### src/rtl/alu128_pkg.sv
// ============================================================================
// Module   : alu128_pkg
// Purpose  : Shared state encoding, ALU width, flag indices and command check
// Revision : 1.0
// ============================================================================
`default_nettype none

package alu128_pkg;

    localparam int ALU_W  = 128;

    localparam int FLAG_C = 3;
    localparam int FLAG_Z = 2;
    localparam int FLAG_O = 1;
    localparam int FLAG_S = 0;

    typedef enum logic [1:0] {
        LOAD_A = 2'd0,
        LOAD_B = 2'd1,
        EXEC   = 2'd2,
        DRAIN  = 2'd3
    } seq_state_t;

    // Arithmetic mode has 7 legal ops, logic mode has 5.
    function automatic logic is_illegal_cmd(input logic mode, input logic [2:0] opsel);
        return (mode && (opsel >= 3'b101)) || (!mode && (opsel == 3'b111));
    endfunction

endpackage

`default_nettype wire

### src/rtl/alu128_operand_seq.sv
// ============================================================================
// Module   : alu128_operand_seq
// Purpose  : Serialises two 128-bit operands into an external ALU and streams
//            the result back; ALU128_STICKY_FLAGS_EN adds a sticky overflow bit.
// Revision : 1.0
// ============================================================================
`default_nettype none

module alu128_operand_seq
    import alu128_pkg::*;
#(
    parameter int WORD_W = 32
) (
    input  logic              clk,
    input  logic              rst_n,
    input  logic              in_valid,
    output logic              in_ready,
    input  logic [WORD_W-1:0] in_data,
    input  logic [2:0]        in_opsel,
    input  logic              in_mode,
    output logic [ALU_W-1:0]  alu_op1,
    output logic [ALU_W-1:0]  alu_op2,
    output logic [2:0]        alu_opsel,
    output logic              alu_mode,
    input  logic [ALU_W-1:0]  alu_result,
    input  logic [3:0]        alu_flags,
    output logic              out_valid,
    input  logic              out_ready,
    output logic [WORD_W-1:0] out_data,
    output logic              out_last,
    output logic [3:0]        out_flags,
    output logic              out_err
`ifdef ALU128_STICKY_FLAGS_EN
   ,input  logic              sticky_clr,
    output logic              sticky_o
`endif
);

    localparam int              BEATS     = ALU_W / WORD_W;
    localparam int              CNT_W     = $clog2(BEATS);
    localparam logic [CNT_W-1:0] LAST_BEAT = CNT_W'(BEATS - 1);

    seq_state_t        r_state;
    seq_state_t        w_state_next;
    logic [CNT_W-1:0]  r_beat;
    logic [ALU_W-1:0]  r_res;
    logic              w_in_fire;
    logic              w_out_fire;
    logic              w_beat_last;

    assign w_in_fire   = in_valid && in_ready;
    assign w_out_fire  = out_valid && out_ready;
    assign w_beat_last = (r_beat == LAST_BEAT);
    assign out_data    = r_res[r_beat*WORD_W +: WORD_W];

    always_ff @(posedge clk or negedge rst_n) begin
        if (!rst_n) begin
            r_state <= LOAD_A;
        end else begin
            r_state <= w_state_next;
        end
    end

    always_comb begin
        w_state_next = r_state;
        in_ready     = 1'b0;
        out_valid    = 1'b0;
        out_last     = 1'b0;
        case (r_state)
            LOAD_A: begin
                in_ready = 1'b1;
                if (w_in_fire && w_beat_last) begin
                    w_state_next = LOAD_B;
                end
            end
            LOAD_B: begin
                in_ready = 1'b1;
                if (w_in_fire && w_beat_last) begin
                    w_state_next = EXEC;
                end
            end
            EXEC: begin
                w_state_next = DRAIN;
            end
            DRAIN: begin
                out_valid = 1'b1;
                out_last  = w_beat_last;
                if (out_ready && w_beat_last) begin
                    w_state_next = LOAD_A;
                end
            end
            default: begin
                w_state_next = LOAD_A;
            end
        endcase
    end

    // One counter serves both load phases and the drain; it is already zero in EXEC.
    always_ff @(posedge clk or negedge rst_n) begin
        if (!rst_n) begin
            r_beat <= '0;
        end else if (w_in_fire || w_out_fire) begin
            r_beat <= w_beat_last ? '0 : r_beat + 1'b1;
        end
    end

    always_ff @(posedge clk or negedge rst_n) begin
        if (!rst_n) begin
            alu_op1   <= '0;
            alu_op2   <= '0;
            alu_opsel <= '0;
            alu_mode  <= 1'b0;
        end else if (w_in_fire) begin
            if (r_state == LOAD_A) begin
                alu_op1[r_beat*WORD_W +: WORD_W] <= in_data;
                if (r_beat == '0) begin
                    alu_opsel <= in_opsel;
                    alu_mode  <= in_mode;
                end
            end else begin
                alu_op2[r_beat*WORD_W +: WORD_W] <= in_data;
            end
        end
    end

    always_ff @(posedge clk or negedge rst_n) begin
        if (!rst_n) begin
            r_res     <= '0;
            out_flags <= '0;
            out_err   <= 1'b0;
        end else if (r_state == EXEC) begin
            r_res     <= alu_result;
            out_flags <= alu_flags;
            out_err   <= is_illegal_cmd(alu_mode, alu_opsel);
        end
    end

`ifdef ALU128_STICKY_FLAGS_EN
    always_ff @(posedge clk or negedge rst_n) begin
        if (!rst_n) begin
            sticky_o <= 1'b0;
        end else if (sticky_clr) begin
            sticky_o <= 1'b0;
        end else if ((r_state == EXEC) && alu_flags[FLAG_O]) begin
            sticky_o <= 1'b1;
        end
    end
`endif

endmodule

`default_nettype wire

### config.mk
export PLATFORM = sky130hd
export DESIGN_NAME = alu128_operand_seq
export DESIGN_NICKNAME = d
export VERILOG_FILES = /design/src/rtl/alu128_pkg.sv /design/src/rtl/alu128_operand_seq.sv
export SDC_FILE = /design/constraint.sdc
export NUM_CORES = 1
export LEC_CHECK = 0
export ABC_AREA = 1
export CAP_MARGIN = 20
export CELL_PAD_IN_SITES_DETAIL_PLACEMENT = 0
export CELL_PAD_IN_SITES_GLOBAL_PLACEMENT = 1
export CORE_AREA = 2 2 218 220
export DETAILED_ROUTE_END_ITERATION = 8
export DIE_AREA = 0 0 220 222
export HOLD_SLACK_MARGIN = 0.15
export PLACE_DENSITY_LB_ADDON = 0.1
export SLEW_MARGIN = 20
export SYNTH_ARGS = -nofsm -noshare
export SYNTH_HDL_FRONTEND = slang
export SYNTH_SLANG_ARGS = --single-unit
### constraint.sdc
create_clock -name clk -period 5.7 [get_ports clk]
set_input_delay 0.855 -clock clk [delete_from_list [all_inputs] [get_ports clk]]
set_output_delay 0.855 -clock clk [all_outputs]
set_load 0.1 [all_outputs]
### Word level (Yosys, flattened, before mapping)

Cells that the tools add are included.

* multiplexer cells: 10
* bitwise logic cells: 1
* eq/ne operators: 8
* $lt $le $gt $ge: 1
* reduce and logical (&&, ||, !) cells: 16
* shift-type cells: 3
* $add $sub $neg: 2

Operators by type and width (number)
* 128-bit bitwise mux: 2
* 32-bit by 34-bit variable shift with 128-bit output, first input constant: 1
* 128-bit by 8-bit variable part select with 32-bit output: 1
* 32-bit by 34-bit variable part select with 128-bit output: 1
* 7-bit negator with 34-bit output: 1
* 2-bit 2-to-1 mux: 4
* 2-bit case mux with 4 select lines: 1
* 2-bit == test, second input constant: 3
* 1-bit logical AND: 6
* 2-bit != test, second input constant: 3
* 3-bit AND reduction: 2
* 2-bit zero test: 2
* 2-bit AND reduction: 2
* 3-bit == test, second input constant: 1
* 3-bit greater-or-equal comparator, second input constant: 1
* 1-bit 2-to-1 mux: 3
* 2-bit by 1-bit adder with 2-bit output, second input constant: 1
* 2-bit by 1-bit == test with 1-bit output, second input constant: 1
* 1-bit logical OR: 2
* 2-bit OR reduction: 1
* 1-bit zero test: 1
* 1-bit inverter: 1

* bits in registers: 397
* output and inout bits: 300
* word-level logic and storage cells: 50

### Depth between registers and ports, before layout

* depth in word-level cells: 7
* depth in mapped cells: 11
* mapped depth without buffers: 7

### Worst setup path before layout

OpenSTA, ideal clock, no wires.

* kind: register to output
* start point: reg r_state[0]
* end point: out out_last
* arrival: 1.944 ns
* buffers on the path: 0
* setup slack: 2.901 ns
* stages on the path, launching flop included: 4
* cell sequence: dfrtp_1 ha_1 nand2_1 inv_1

* cells in the longest elaborated chain, start to end: 2

Ends and longest elaborated chain
* start: declaration: line alu128_operand_seq.sv:43 `seq_state_t r_state;`
* start signal: assignment: line alu128_operand_seq.sv:60 `r_state <= w_state_next;`
* 2-bit == test: line alu128_operand_seq.sv:69 `case (r_state)`
* 1-bit 2-to-1 mux: line alu128_operand_seq.sv:69
* end: declaration: line alu128_operand_seq.sv:30 `output logic out_last,`

No other way between the ends.

### Worst setup path in the final report

* start point: reg r_beat[0]
* end point: reg alu_op1[111]

* cells in the longest elaborated chain, start to end: 3
* elaborated cells on any way between the ends: 4

Ends and longest elaborated chain
* start: declaration: line alu128_operand_seq.sv:45 `logic [CNT_W-1:0] r_beat;`
* start signal: assignment: line alu128_operand_seq.sv:103 `r_beat <= w_beat_last ? '0 : r_beat + 1'b1;`
* 7-bit negator with 34-bit output *: line alu128_operand_seq.sv:115 `alu_op1[r_beat*WORD_W +: WORD_W] <= in_data;`
* 32-bit by 34-bit variable part select with 128-bit output or 32-bit by 34-bit variable shift with 128-bit output (tied branches): line alu128_operand_seq.sv:115
* 128-bit bitwise mux *: line alu128_operand_seq.sv:115
* end signal: indexed assignment: line alu128_operand_seq.sv:115
* end: declaration: line alu128_operand_seq.sv:21 `output logic [ALU_W-1:0] alu_op1,`

Every way passes the cells marked *; elsewhere a longest branch is shown, timed or not.
A chain may end at the register's enable or synchronous reset.

==> metrics.md <==
| Metric | Value |
|---|---|
| Post-Syn Area per Cell | 8.03 µm² |
| Initial antenna violation count | 5 |
| Initial core utilization | 0.377 |
| Clock sink total | 397 |
| Post-CTS Setup Bufs | 0 |
| Layout cell share with drive strength beyond 1 | 0.0408 |
| Synth Instances | 2171 |
| Vias in the first global route | 15352 |
| Synth Net Count | 2354 |
| Die Ht | 222 µm |
| Max-slew headroom | 0.246 |
| Vias/cell | 4.83 |
| Detail Route Antenna Nets | 0 |
| Post-Synthesis Cell Area | 0.0174 mm² |
| Critical Path Sink Type | register |
| F_max | 224 MHz |
| # nets final | 2754 |
| Final Cycle Share | 0.783 |
| Final Hold Viols | 0 |
| Adder-cell share of the synthesized area | 0.00790 |
| YS warnings | 0 |
| DR WL/cell | 18.7 µm |
| Die Area | 0.0488 mm² |
| Worst-case clock buffer depth | 3 |
| Crit. path cell count | 7 |
| Worst R2R Path Depth | 7 |
| Mux contribution to synthesized area | 0 |
| Hold Crit Depth | 2 |
| Delay-heaviest family, CP | buffers and inverters |
| Area Growth Syn to Fin | 37.3% |
| R2r setup slk | 1240 ps |
| Max Cap Viol | 0 |
| Endpoints failing setup | 0 |
| CP Cell Sequence | buf_4 -> ha_1 -> inv_1 -> nor2_4 -> clkinv_1 -> nand2_1 -> nand2_1 |
| Setup Skew | 11.3 ps |
| CTS clk-pin slew, worst paths | 60 ps |
| Setup TNS | 0 ps |
| Synth Area in Compound Gates | 0.0702 |
| Busiest grt layer | met2 |
| Filler Cell Count | 4502 |
| CP Buf/Inv Count | 3 |
| Met3 Track Usage GR | 0.0630 |
| Area contributors post-synth | dfrtp_1 (57%), nand2_1 (25%), o21ai_0 (4.3%) |
| GP Congestion | 0.843 |
| GR met1 Demand/Resource | 0.317 |
| Register area | 0.00994 mm² |
| Worst-path maximum fanout | 97 |
| Insertion delay to the later sink of the worst-skew pair | 570 ps |
| Core ar. | 0.0463 mm² |
| Vias | 15476 |
| WP data arrival | 4920 ps |
| M2 GR Usage | 0.390 |
| CP max stage cell | clkinv_1 |
| Largest net degree at the start of global routing | 127 |
| Tmin final | 4460 ps |
| Drt drc | 0 |
| Slowest stage delay, CP | 1060 ps |
| Largest family of logic cells by synthesized area | simple AND/OR/NAND/NOR gates |
| Slew @ Worst Pin | 1130 ps |
| Grt ovf | 0 |
| First-pass GRT wire length | 91300 µm |
| # rows | 79 |
| Worst endpoint required time | 6150 ps |
| Type of element launching the critical path | register |
| DR pass1 iterations | 5 |
| Top cell type by total area after synthesis | dfrtp_1 |
| IO buf count | 471 |
| CTS Root Cell | clkbuf_16 |
| WL final | 59900 µm |
| CTS Buf Count | 47 |
| 1st-iter DRT viols | 1180 |
| Most used cell, CP | nand2_1 |
| GRT Util Overall | 0.244 |
| Final Max Slew Viols | 0 |
| Post-synthesis sequential element count | 397 |
| Multi-input gate area | 0.00652 mm² |
| RSZ-0062 raised after global routing | false |
| Synth Area in XOR/XNOR | 0 |
| Post-Synth Simple-Gate Area | 0.294 |
| Status | finished clean |
| Die X | 220 µm |
| CTS H-tree lvls | 2 |
| CTS tree | built |
| I/O Pins | 472 |
| Kind of critical path | register to register |
| Post-synth top area share | 0.570 |
| Sequential share of the synthesized area | 0.570 |
| Hpwl dp | 41600 µm |
| Yosys cell types | 25 |
| Hold crit path type | register to register |
[final timing paths]
kind / start / to
min reg2reg: r_res[4] / r_res[4]
max reg2reg: r_beat[0] / alu_op1[111]
min in group asynchronous: rst_n / alu_op2[17]
min: r_res[4] / r_res[4]
max in group asynchronous: rst_n / alu_op1[116]
max: r_beat[0] / alu_op1[111]
[per-stage QoR]
step           setup slack (ps)   util  std cells  area (µm²)  hold slack (ps)
2_1_floorplan              2900      -       2171       17400              437
3_3_place_gp               1640  0.484       3126       22400              449
3_5_place_dp               1630  0.484       3126       22400              453
4_1_cts                    1240  0.516       3202       23900              397
5_1_grt                     810  0.517       3205       23900              485
6_report                   1240  0.517       3207       23900              463
[worst register-to-register path, stage by stage (launching register included)]
cell and delay (ps):
dfrtp_4 1030, buf_4 810, ha_1 300, inv_1 100, nor2_4 670, clkinv_1 1070
nand2_1 280, nand2_1 80
[cells in the final DEF, fill, tap and decap left out, types with 2 or more instances in the layout]
cell                n
clkinv_2            3
nor2_1             80
nor3_1             49
clkdlybuf4s50_1   470
buf_12              2
a21oi_1            33
bufinv_16           2
clkbuf_16          49
clkbuf_8           11
nand2_1          1146
nor2_2              2
ha_4                2
or2_2               2
nor2_4              6
buf_8               2
dfrtp_1           395
o211ai_1           32
inv_1              75
nand3_1            23
inv_2               3
o21ai_1            12
clkbuf_1           10
o21ai_0           150
nand2_2             2
clkinv_1            3
buf_4              13
diode_2             2
ha_1                8
nand4_1             4
[layer usage]
layer	vias to the layer above	routed length, µm
met5	-	70
met4	10	2130
met3	108	4330
met2	467	28200
met1	7354	25100
li1	7537	-
[layout make-up]
cell class	instances	share of cell area
flip-flops and latches	397	0.415
multi-input cells	1555	0.272
repair buffers	489	0.205
clock buffers	70	0.0591
well taps	607	0.0317
inverters	81	0.0127
clock inverters	6	0.00345
diodes	2	0.000209
[state kept, by name, summed over array words and instances, names as in the netlist]
signal,flops
alu_mode,1
out_err,1
alu_op2,128
alu_op1,128
alu_opsel,3
r_res,128
r_state,2
r_beat,2
out_flags,4
[synthesized netlist by cell type (all sizes together)]
library cell	n
nand4	4
ha	11
nor3	49
nor2	88
buf	98
clkbuf	40
o21ai	162
o211ai	32
dfrtp	397
nand3	24
a21oi	33
o21bai	1
or2	2
clkinv	1
nand2	1149
inv	80
[kinds of logic (layout without fill, tap and decap cells)]
family / after synthesis / in the layout
AND/OR/NAND/NOR: 1316 / 1316
flip-flops: 397 / 397
AO/OA/AOI/OAI: 228 / 228
buffers and inverters: 219 / 646
adder cells (fa/ha/maj): 11 / 11
other: 0 / 2
[timing repair]
item	4_1_cts	5_1_grt
hold buffers	0	1
setup endpoints to repair	0	0
resized for setup	0	0
hold endpoints to repair	0	1
Power is left out: the tool's default activity adds up to more than one toggle a clock period on the data nets, which glitch-free logic cannot reach.
